===== config.mk =====
export PLATFORM = sky130hd
export DESIGN_NAME = ysyx_22040759_inst_fetch
export DESIGN_NICKNAME = d
export VERILOG_FILES = /design/src/rtl/ysyx_22040759_inst_fetch.sv
export SDC_FILE = /design/constraint.sdc
export NUM_CORES = 1
export LEC_CHECK = 0
export ABC_AREA = 1
export CORE_AREA = 2 2 149 224
export DETAILED_ROUTE_END_ITERATION = 7
export DIE_AREA = 0 0 151 226
export GPL_ROUTABILITY_DRIVEN = 1
export SETUP_SLACK_MARGIN = 0.4
export SLEW_MARGIN = 20
export SYNTH_ARGS = -nofsm -noshare
export SYNTH_HDL_FRONTEND = slang
export SYNTH_SLANG_ARGS = --single-unit

===== constraint.sdc =====
create_clock -name clk -period 2.2 [get_ports clk]
set_clock_uncertainty 0.1 [all_clocks]
set_input_delay 0.44 -clock clk [delete_from_list [all_inputs] [get_ports clk]]
set_output_delay 0.44 -clock clk [all_outputs]
set_load 0.1 [all_outputs]

===== src/rtl/ysyx_22040759_inst_fetch.sv =====
// ysyx_22040759_inst_fetch: instruction fetch unit with a one-entry line buffer
//   clk/rst                                  clock, asynchronous active-low reset
//   req_valid/req_ready/req_addr             fetch request handshake and byte address
//   resp_valid/resp_ready/resp_inst/resp_err fetch response handshake, instruction, misalignment flag
//   flush                                    invalidates the line buffer
//   mem_req_valid/mem_req_ready/mem_req_addr word-aligned memory read request
//   mem_resp_valid/mem_resp_data             memory read data
module ysyx_22040759_inst_fetch #(
   parameter int AW = 64,
   parameter int DW = 64,
   parameter int IW = 32,
   parameter bit BUF_EN = 1'b1
) (
   input  logic          clk,
   input  logic          rst,
   input  logic          req_valid,
   output logic          req_ready,
   input  logic [AW-1:0] req_addr,
   output logic          resp_valid,
   input  logic          resp_ready,
   output logic [IW-1:0] resp_inst,
   output logic          resp_err,
   input  logic          flush,
   output logic          mem_req_valid,
   input  logic          mem_req_ready,
   output logic [AW-1:0] mem_req_addr,
   input  logic          mem_resp_valid,
   input  logic [DW-1:0] mem_resp_data
);
   localparam int OB = $clog2(DW / 8);
   localparam logic [1:0] IDLE = 2'd0, MEM_REQ = 2'd1, MEM_WAIT = 2'd2, RESP = 2'd3;
   logic [1:0] state;
   logic [AW-1:0] addr_q;
   logic [AW-OB-1:0] buf_tag;
   logic [DW-1:0] buf_data;
   logic buf_valid, kill, err_q, misaligned, hit;
   logic [IW-1:0] inst_q;
   // lane index is the 32-bit slot within the word: addr[OB-1:2]
   function automatic logic [IW-1:0] pick(input logic [DW-1:0] w, input logic [AW-1:0] a);
      return IW'(w >> (IW * (int'(a[OB-1:0]) >> 2)));
   endfunction
   assign req_ready = rst && state == IDLE;
   assign resp_valid = state == RESP;
   assign resp_inst = inst_q;
   assign resp_err = err_q;
   assign mem_req_valid = state == MEM_REQ;
   assign mem_req_addr = {addr_q[AW-1:OB], {OB{1'b0}}};
   assign misaligned = req_addr[1:0] != 2'b00;
   // a same-cycle flush makes the lookup see an invalid buffer
   assign hit = BUF_EN && buf_valid && !flush && buf_tag == req_addr[AW-1:OB];
   always_ff @(posedge clk or negedge rst) begin
      if (!rst) begin
         state <= IDLE;
         addr_q <= '0;
         buf_tag <= '0;
         buf_data <= '0;
         buf_valid <= 1'b0;
         kill <= 1'b0;
         inst_q <= '0;
         err_q <= 1'b0;
      end else begin
         if (flush) buf_valid <= 1'b0;
         // kill keeps a word fetched across a flush out of the buffer
         if (flush && (state == MEM_REQ || state == MEM_WAIT)) kill <= 1'b1;
         else if (state == IDLE) kill <= 1'b0;
         case (state)
            IDLE: if (req_valid) begin
               addr_q <= req_addr;
               if (misaligned) begin
                  state <= RESP;
                  inst_q <= '0;
                  err_q <= 1'b1;
               end else if (hit) begin
                  state <= RESP;
                  inst_q <= pick(buf_data, req_addr);
                  err_q <= 1'b0;
               end else state <= MEM_REQ;
            end
            MEM_REQ: if (mem_req_ready) state <= MEM_WAIT;
            MEM_WAIT: if (mem_resp_valid) begin
               state <= RESP;
               inst_q <= pick(mem_resp_data, addr_q);
               err_q <= 1'b0;
               if (BUF_EN && !kill && !flush) begin
                  buf_tag <= addr_q[AW-1:OB];
                  buf_data <= mem_resp_data;
                  buf_valid <= 1'b1;
               end
            end
            default: if (resp_ready) state <= IDLE;
         endcase
      end
   end
endmodule


# == Word-level counts from Yosys, hierarchy flattened ==
# Index checks and enable logic that the tools add are counted.
# totals
reg_bits,226
latchBits,0
ramBits,0
romBits,0
input_bits,135
output_inout_bits,100
word_cells,58
memories,0
# op_classes
add_sub_neg,0
n_mul,0
n_div,0
magnitude_cmp,0
n_eq_ne,8
shift,2
n_mux,23
bitwise,0
n_reduce_logical,17
# op_table
cell,n
$mux W32,4
$shr A64 B6 Y32,2
$pmux W32 S2,1
$eq A61 B61 Y1,1
$mux W2,6
$mux W1,10
$reduce_and A4 Y1,2
$pmux W2 S3,1
$reduce_bool A2 Y1,3
$logic_and A1 B1 Y1,5
$eq A2 B2 Y1 const B,2
$ne A2 B2 Y1 const B,2
$reduce_bool A4 Y1,1
$ne A3 B3 Y1 const B,1
$reduce_and A3 Y1,1
$eq A2 B1 Y1 const B,1
$logic_not A1 Y1,2
$logic_not A2 Y1,1
$ne A2 B1 Y1 const B,1
$pmux W1 S2,1
$reduce_and A2 Y1,1
$logic_or A1 B1 Y1,1

# == Logic depth before layout (Yosys ltp) ==
# Gate-level depths: netlist of the first run.
# depth
depth_word,7
ltp_mapped,14
mapped_depth_nobuf,14

# == Worst setup path before layout of the first run ==
# Ideal clock, no wire load.
# synth_path
path_kind,register -> register
start,reg state[1]
end,reg state[0]
setup_ps,129
t_arrival_ps,1893
path_slack_ps,78
stages_incl_launch_ff,8
n_path_buf,0
path_cell_list,dfrtp_1 -> inv_1 -> ha_1 -> nor2_1 -> a221oi_1 -> inv_1 -> nand2_1 -> o21ai_0
# synth_via
elab_chain_len,3
elab_cells_between_ends,9
classes_between,eq/ne: 5; mux: 1; reduce/logical: 3
# synth_lines
item,line,text
start: declaration,32,logic [1:0] state;
start signal: assignment,53,state <= IDLE;
start signal: assignment,70,state <= RESP;
start signal: assignment,74,state <= RESP;
$eq A2 B1 Y1 (*),--,
net mem_req_valid,24,"output logic mem_req_valid,"
$ne A2 B1 Y1 (no line) / $reduce_bool A4 Y1 (equally long branches),--,
$reduce_and A4 Y1 (no line),--,
# Mark *: on every way through the listed nets, which the timed path passes. The rest lies on a longest branch.
# A chain may end at the register's enable or synchronous reset.

# == Worst setup path in the final report of the first run ==
# layout_path
start,reg state[0]
end,out req_ready
# layout_via
elab_chain_len,2
# layout_lines
item,line,text
$logic_not A2 Y1,42,assign req_ready = rst && state == IDLE;
$logic_and A1 B1 Y1,42,
end: declaration,17,"output logic req_ready,"
# Every way passes these cells.

==> impl_metrics.csv, run 1 <==
group,metric,value,unit
global_route,antenna_found_initial,2,
timing,fin_setup_tns,0,ns
timing,rsz0062_at_grt,"true",
drt,detail-route-antenna-nets,0,
placement,gp_congestion,0.7881,
drt,vias,9961,
timing,setup_viol,0,
power,intPower,0.01393,W
power,p_leak,8.639,nW
synth,async_flop_share,100.0,%
setup_path,endpoint_kind,"primary output",
floorplan,row_count,81,
power,switching_share,48.71,%
synth,ys_seq_area_share,50.33,%
global_route,grtUsageTotal,18.75,%
timing,period_share,96.95,%
clocking,clk_pin_slew_worst_paths,0.06,ns
clocking,numCtsBuffers,24,
global_route,grt_pass1_vias,9511,
cells_and_area,final_common_cell,"nand2_1",
drt,drt_wl_total,35500,um
timing,fmaxAchievable,0.4688,GHz
clocking,clock-sinks,224,
setup_path,critical-path-top-delay-family,"buffers and inverters",
power,power_frac_clock,16.2,%
timing,maxSlewViolCount,0,
hold_path,holdPathStages,3,
cells_and_area,drive_gt1_share,31.45,%
synth,syn-cell-area,11140,um2
hold_path,min_to,"addr_q[23]",
setup_path,worstPathRequired,1.66,ns
global_route,grt.overflow.total,0,
floorplan,ioPinCount,235,
synth,yosysTopAreaCellShare,50.33,%
setup_path,cpMaxStageDelayCell,"dfrtp_1",
cells_and_area,nets,1788,
power,power_switching,0.01324,W
cells_and_area,layout_common_cells,"nand2_1, dfrtp_1, inv_1",
timing,hold_ws,0.1669,ns
synth,avgSynthCellArea,7.927,um2
timing,setup_ws,0.06711,ns
timing,hold_viol,0,
cells_and_area,final_cell_area,17410,um2
synth,yosysTopAreaCell,"dfrtp_1",
timing,relSlewSlack,47.22,%
cells_and_area,multiInputGateArea,5253,um2
synth,ys_seq_elements,224,
clocking,htreeDepth,1,
setup_path,critPathMaxStageDelay,0.40,ns
synth,synth_area_leaders,"dfrtp_1, nand2_1, inv_1",
setup_path,cp_data_arrival_time,1.59,ns
cells_and_area,syn_to_final_growth,56.30,%
global_route,grt_pass1_wl,50040,um
cells_and_area,nFillCells,2851,
synth,synthFlopType,"dfrtp_1",
job,drv_cap,0,
setup_path,worstSetupPathType,"register to primary output",
drt,via_per_inst,4.787,
floorplan,die_width,151,um
setup_path,rrSetupSlack,0.09,ns
floorplan,dieHeight,226,um
synth,synth-edff-count,0,
clocking,root_buffer,"clkbuf_16",
placement,placed_area,13530,um2
floorplan,coreArea,32230,um2
timing,worstMarginPinSlew,0.7917,ns
power,p_comb_share,55.2,%
synth,synth_warnings,0,
setup_path,cp-start-kind,"register",
synth,ys_types,25,
clocking,insertion_delay,0.53,ns
hold_path,hold_class,"input port to register",
power,powerDensity,1561,nW/um2
hold_path,hold_start,"req_addr[23]",
global_route,grt_max_degree,130,
setup_path,critPathMaxFanout,2,
power,seqPwrFrac,28.6,%
setup_path,rr_worst_depth,15,
floorplan,initial_core_util,34.56,%
synth,synthCells,1405,
timing,period_needed,2.133,ns
drt,drtIter0Drc,458,
drt,drc,0,
drt,firstDrtPassIters,4,
setup_path,path_buf_inv,4,
placement,hpwl,21320,um
placement,dp_slack,-0.3929,ns
cells_and_area,seqCellArea,5623,um2
floorplan,die-area,34130,um2
power,ir_drop,0.9558,mV
clocking,cts_tree,"done",
placement,portBuffers,231,
clocking,cts_buffer_depth,3,
setup_path,timing.rr.start,"buf_tag[29]",
setup_path,r2r_end,"resp_inst[21]",
cells_and_area,num_antenna_cells,0,
setup_path,worstPathCellList,"inv_2, ha_4, buf_6, nand2_4, clkinvlp_4, buf_12",
outcome,outcome,"completed",
drt,wl_per_cell,17.06,um
==> synthesized netlist by cell type, types with 6 or more instances <==
cell	instances
buf_1	6
nor2_1	136
buf_2	13
nand2_1	382
o21ai_0	133
dfrtp_1	224
clkbuf_1	41
inv_1	187
buf_4	66
o211ai_1	32
a21oi_1	89
mux2_2	38
nand3_1	34
==> state kept, by name (all words and copies together), names as in the netlist <==
register,count
kill,1
buf_valid,1
addr_q,62
resp_inst,32
state,2
buf_data,64
resp_err,1
buf_tag,61
==> routing by layer <==
| metal | share of wire, % | GRT usage (%) |
|---|---|---|
| met5 | 0 | 0 |
| met4 | 2.5 | 5.005 |
| met3 | 5.5 | 3.333 |
| met2 | 51 | 33.61 |
| met1 | 41 | 23.00 |
==> timing repair <==
action                                 4_1_cts  5_1_grt
cloned                                      13       18
gates resized for setup                     93      462
endpoints found under the hold margin       95       97
pin swaps                                   29       28
buffers inserted                            23       20
setup endpoints to repair                  139      190
==> layout make-up <==
type | instances | share of cell area (%)
clock buffer | 35 | 4.212
clock inverter | 9 | 0.7044
inverter | 192 | 4.176
multi-input combinational | 861 | 30.18
sequential | 224 | 32.30
tap | 415 | 2.983
timing repair buffer | 345 | 25.45
==> how the worst max path moves through the flow <==
stage | startpoint | endpoint | slack (ns) | cells after the start
5_1_grt | buf_tag[42] | resp_inst[14] | -0.06 | 17
2_1_floorplan | state[1] | state[0] | 0.38 | 7
6_report | state[0] | req_ready | 0.07 | 6
4_1_cts | state[1] | req_ready | 0.08 | 6
3_3_place_gp | req_addr[57] | resp_inst[12] | -0.37 | 15
3_5_place_dp | req_addr[57] | resp_inst[6] | -0.39 | 15
==> cells by family (layout without fill, tap and decap cells) <==
family          after synthesis  count (layout)  synth area share [%]
fa+ha+maj                     5               5                0.5617
simple gates                557             557                 19.40
flops                       224             224                 50.33
mux                          38              38                 3.842
buf+inv                     322             581                 13.46
other cells                   1               3               0.03367
compound gates              258             258                 12.37
==> tightest hold or removal path, cell delays in order <==
cell            delay, ns
dlymetal6s2s_1       0.15
inv_1                0.07
o21ai_0              0.08
==> power by group through the flow <==
stage	clock, W	sequential (W)	combinational (W)
2_1_floorplan	0	0.00810	0.00875
3_3_place_gp	0	0.00723	0.0119
3_5_place_dp	0	0.00731	0.0121
4_1_cts	0.00452	0.00725	0.0131
5_1_grt	0.00469	0.00802	0.0159
6_report	0.00440	0.00778	0.0150
==> metrics by stage <==
stage	std cells	total power (W)	utilization, %
after floorplan	1407	0.01684	-
after global placement	1962	0.01914	41.98
after detailed placement	1962	0.01939	41.98
after CTS	2042	0.02485	47.46
after global routing	2081	0.02863	54.01
final	2081	0.02717	54.01
Note: power is estimated with default switching activity, not from simulation.
==> run 2: changes to the inputs <==
clock period = 2.3 ns   (was 2.2 ns; I/O delays follow)
==> run 2 against run 1 <==
  * Critical path depth stayed put
  * Largest power group unchanged
  * Clock-buffer cell count is 3 higher
  * Clock power is 3% lower
  * Worst setup slack better by 0.10 ns
  * The flow now finishes with violations (hold timing)
  * Combinational power is 16% lower
  * Non-clock buffer count is 36 lower
==> impl_metrics.csv, run 2 (synthesis results as in run 1) <==
group,metric,value,unit
timing,hold_ws,-0.03252,ns
timing,fmaxAchievable,0.4690,GHz
setup_path,rr_worst_depth,16,
global_route,top_usage_layer,"met2",
power,powerDensity,1535,nW/um2
setup_path,worstPathCellList,"inv_2, ha_4, buf_6, nand2_4, clkinvlp_4, buf_12",
placement,hpwl,20820,um
cells_and_area,multiInputGateArea,4395,um2
global_route,grt_max_degree,129,
setup_path,worstSetupPathType,"register to primary output",
timing,maxSlewViolCount,0,
global_route,grt.overflow.total,0,
drt,via_per_inst,4.672,
timing,period_needed,2.132,ns
floorplan,coreArea,32230,um2
cells_and_area,nets,1758,
global_route,grt_pass1_vias,9321,
cells_and_area,nFillCells,3129,
drt,firstDrtPassIters,5,
floorplan,ioPinCount,235,
job,drv_cap,0,
cells_and_area,fin_cells,2050,
drt,drtIter0Drc,355,
floorplan,die-area,34130,um2
global_route,grt_pass1_wl,48820,um
timing,period_share,92.70,%
clocking,numCtsBuffers,26,
timing,worstMarginPinSlew,0.7327,ns
setup_path,r2r_end,"resp_inst[12]",
setup_path,critical-path-top-delay-family,"buffers and inverters",
setup_path,timing.rr.start,"buf_tag[29]",
hold_path,hold_class,"input port to asynchronous set/reset pin",
cells_and_area,final_common_cell,"nand2_1",
cells_and_area,top_regs,"buf_data x64, addr_q x62, buf_tag x61",
clocking,root_buffer,"clkbuf_16",
placement,portBuffers,231,
timing,rsz0062_at_grt,"true",
floorplan,row_count,81,
power,ir_drop,1.066,mV
placement,gp_congestion,0.7564,
drt,vias,9577,
clocking,cts_tree,"done",
floorplan,die_width,151,um
global_route,use_met2,32.42,%
floorplan,initial_core_util,34.56,%
global_route,grtUsageTotal,18.10,%
setup_path,cp-start-kind,"register",
timing,setup_viol,0,
clocking,insertion_delay,0.54,ns
clocking,cts_buffer_depth,3,
setup_path,rrSetupSlack,0.35,ns
floorplan,dieHeight,226,um
global_route,antenna_found_initial,1,
timing,relSlewSlack,51.15,%
drt,wl_per_cell,15.71,um
drt,drc,0,
global_route,met3_usage,3.939,%
cells_and_area,drive_gt1_share,20.99,%
clocking,clk_pin_slew_worst_paths,0.06,ns
power,p_leak,8.075,nW
setup_path,cp_data_arrival_time,1.57,ns
cells_and_area,syn_to_final_growth,38.57,%
setup_path,path_buf_inv,4,
drt,drt_wl_total,32210,um
outcome,violations,"hold timing",
placement,dp_cells,1959,
setup_path,worstPathRequired,1.74,ns
timing,hold_viol,7,
setup_path,cpMaxStageDelayCell,"dfrtp_1",
cells_and_area,largest_reg_flops,64,
global_route,met1_usage,21.64,%
cells_and_area,regMostFlops,"buf_data",
drt,detail-route-antenna-nets,0,
cells_and_area,final_core_util,47.88,%
setup_path,endpoint_kind,"primary output",
setup_path,critPathMaxStageDelay,0.37,ns
setup_path,critPathMaxFanout,2,
clocking,htreeDepth,1,
outcome,outcome,"complete, but fails checks",
clocking,clock-sinks,224,
cells_and_area,seqCellArea,5607,um2
cells_and_area,layout_common_cells,"nand2_1, dfrtp_1, inv_1",
[run 2: cell types whose count changed in the layout (fill, tap and decap cells not counted), sizes merged, moves of 4 or more]
cell and change:
nand2 +4, clkdlybuf4s50 -16, buf -31, dlymetal6s2s +14, clkbuf -4
[run 2: worst reg2reg max path, cell delays in order, from the launching register on]
cell,delay (ns)
dfrtp_1,0.34
inv_2,0.04
nand2_2,0.07
nand2_1,0.05
nor2_1,0.12
nand2_1,0.08
nor2_1,0.09
buf_4,0.13
nand2_2,0.05
nor2_2,0.09
nand2_2,0.10
nand3_4,0.11
buf_12,0.14
buf_12,0.12
nand2_8,0.10
nand2_2,0.08
nand2_1,0.05
[run 2: worst max-delay path by stage]
stage / endpoint / depth (start not counted) / startpoint
after floorplan: req_ready / 5 / state[0]
after global placement: resp_inst[17] / 14 / req_addr[57]
after detailed placement: resp_inst[4] / 14 / req_addr[57]
after CTS: req_ready / 6 / state[1]
after global routing: req_ready / 6 / state[1]
final: req_ready / 6 / state[0]
[run 2: routing by layer]
metal | vias up | routed length (um) | part of all wire (%)
met5 | - | 0 | 0
met4 | 0 | 834 | 2.6
met3 | 41 | 1901 | 5.9
met2 | 226 | 16550 | 51
met1 | 4542 | 12920 | 40
li1 | 4768 | - | -
[run 2: report_power, final]
part           leakage [nW]  switching [W]  internal (W)
sequential             2.72        0.00115       0.00572
combinational          4.92        0.00892       0.00363
clock                 0.434        0.00168       0.00260
[run 2: final cells by class]
| cell class | count | share of cell area [%] |
|---|---|---|
| well taps | 415 | 3.365 |
| multi-input cells | 865 | 28.48 |
| flip-flops and latches | 224 | 36.33 |
| diodes | 1 | 0.01622 |
| clock inverters | 6 | 0.5351 |
| clock buffers | 38 | 5.165 |
| inverters | 192 | 4.694 |
| repair buffers | 309 | 21.41 |
[run 2: per-stage QoR]
step	cell area (um2)	setup TNS, ns	total power, W	worst slack (ns)
after floorplan	11150	0	0.01608	0.4357
after global placement	13400	-11.99	0.01810	-0.3734
after detailed placement	13400	-12.63	0.01830	-0.3968
after CTS	14990	0	0.02370	0.1500
after global routing	15430	0	0.02515	0.1113
final	15430	0	0.02369	0.1678
[run 2: what timing repair did]
item	CTS	global route
pin swaps	33	36
hold buffers	2	0
endpoints found under the hold margin	27	0
setup buffers	19	8
cloned	9	8
setup endpoints to repair	71	148
resized for setup	99	46
==> run 3: changes to the inputs <==
SLEW_MARGIN = 25   (was 20)
==> results of run 3 <==
The final DEF is identical to that of run 2; final timing and power are the same.
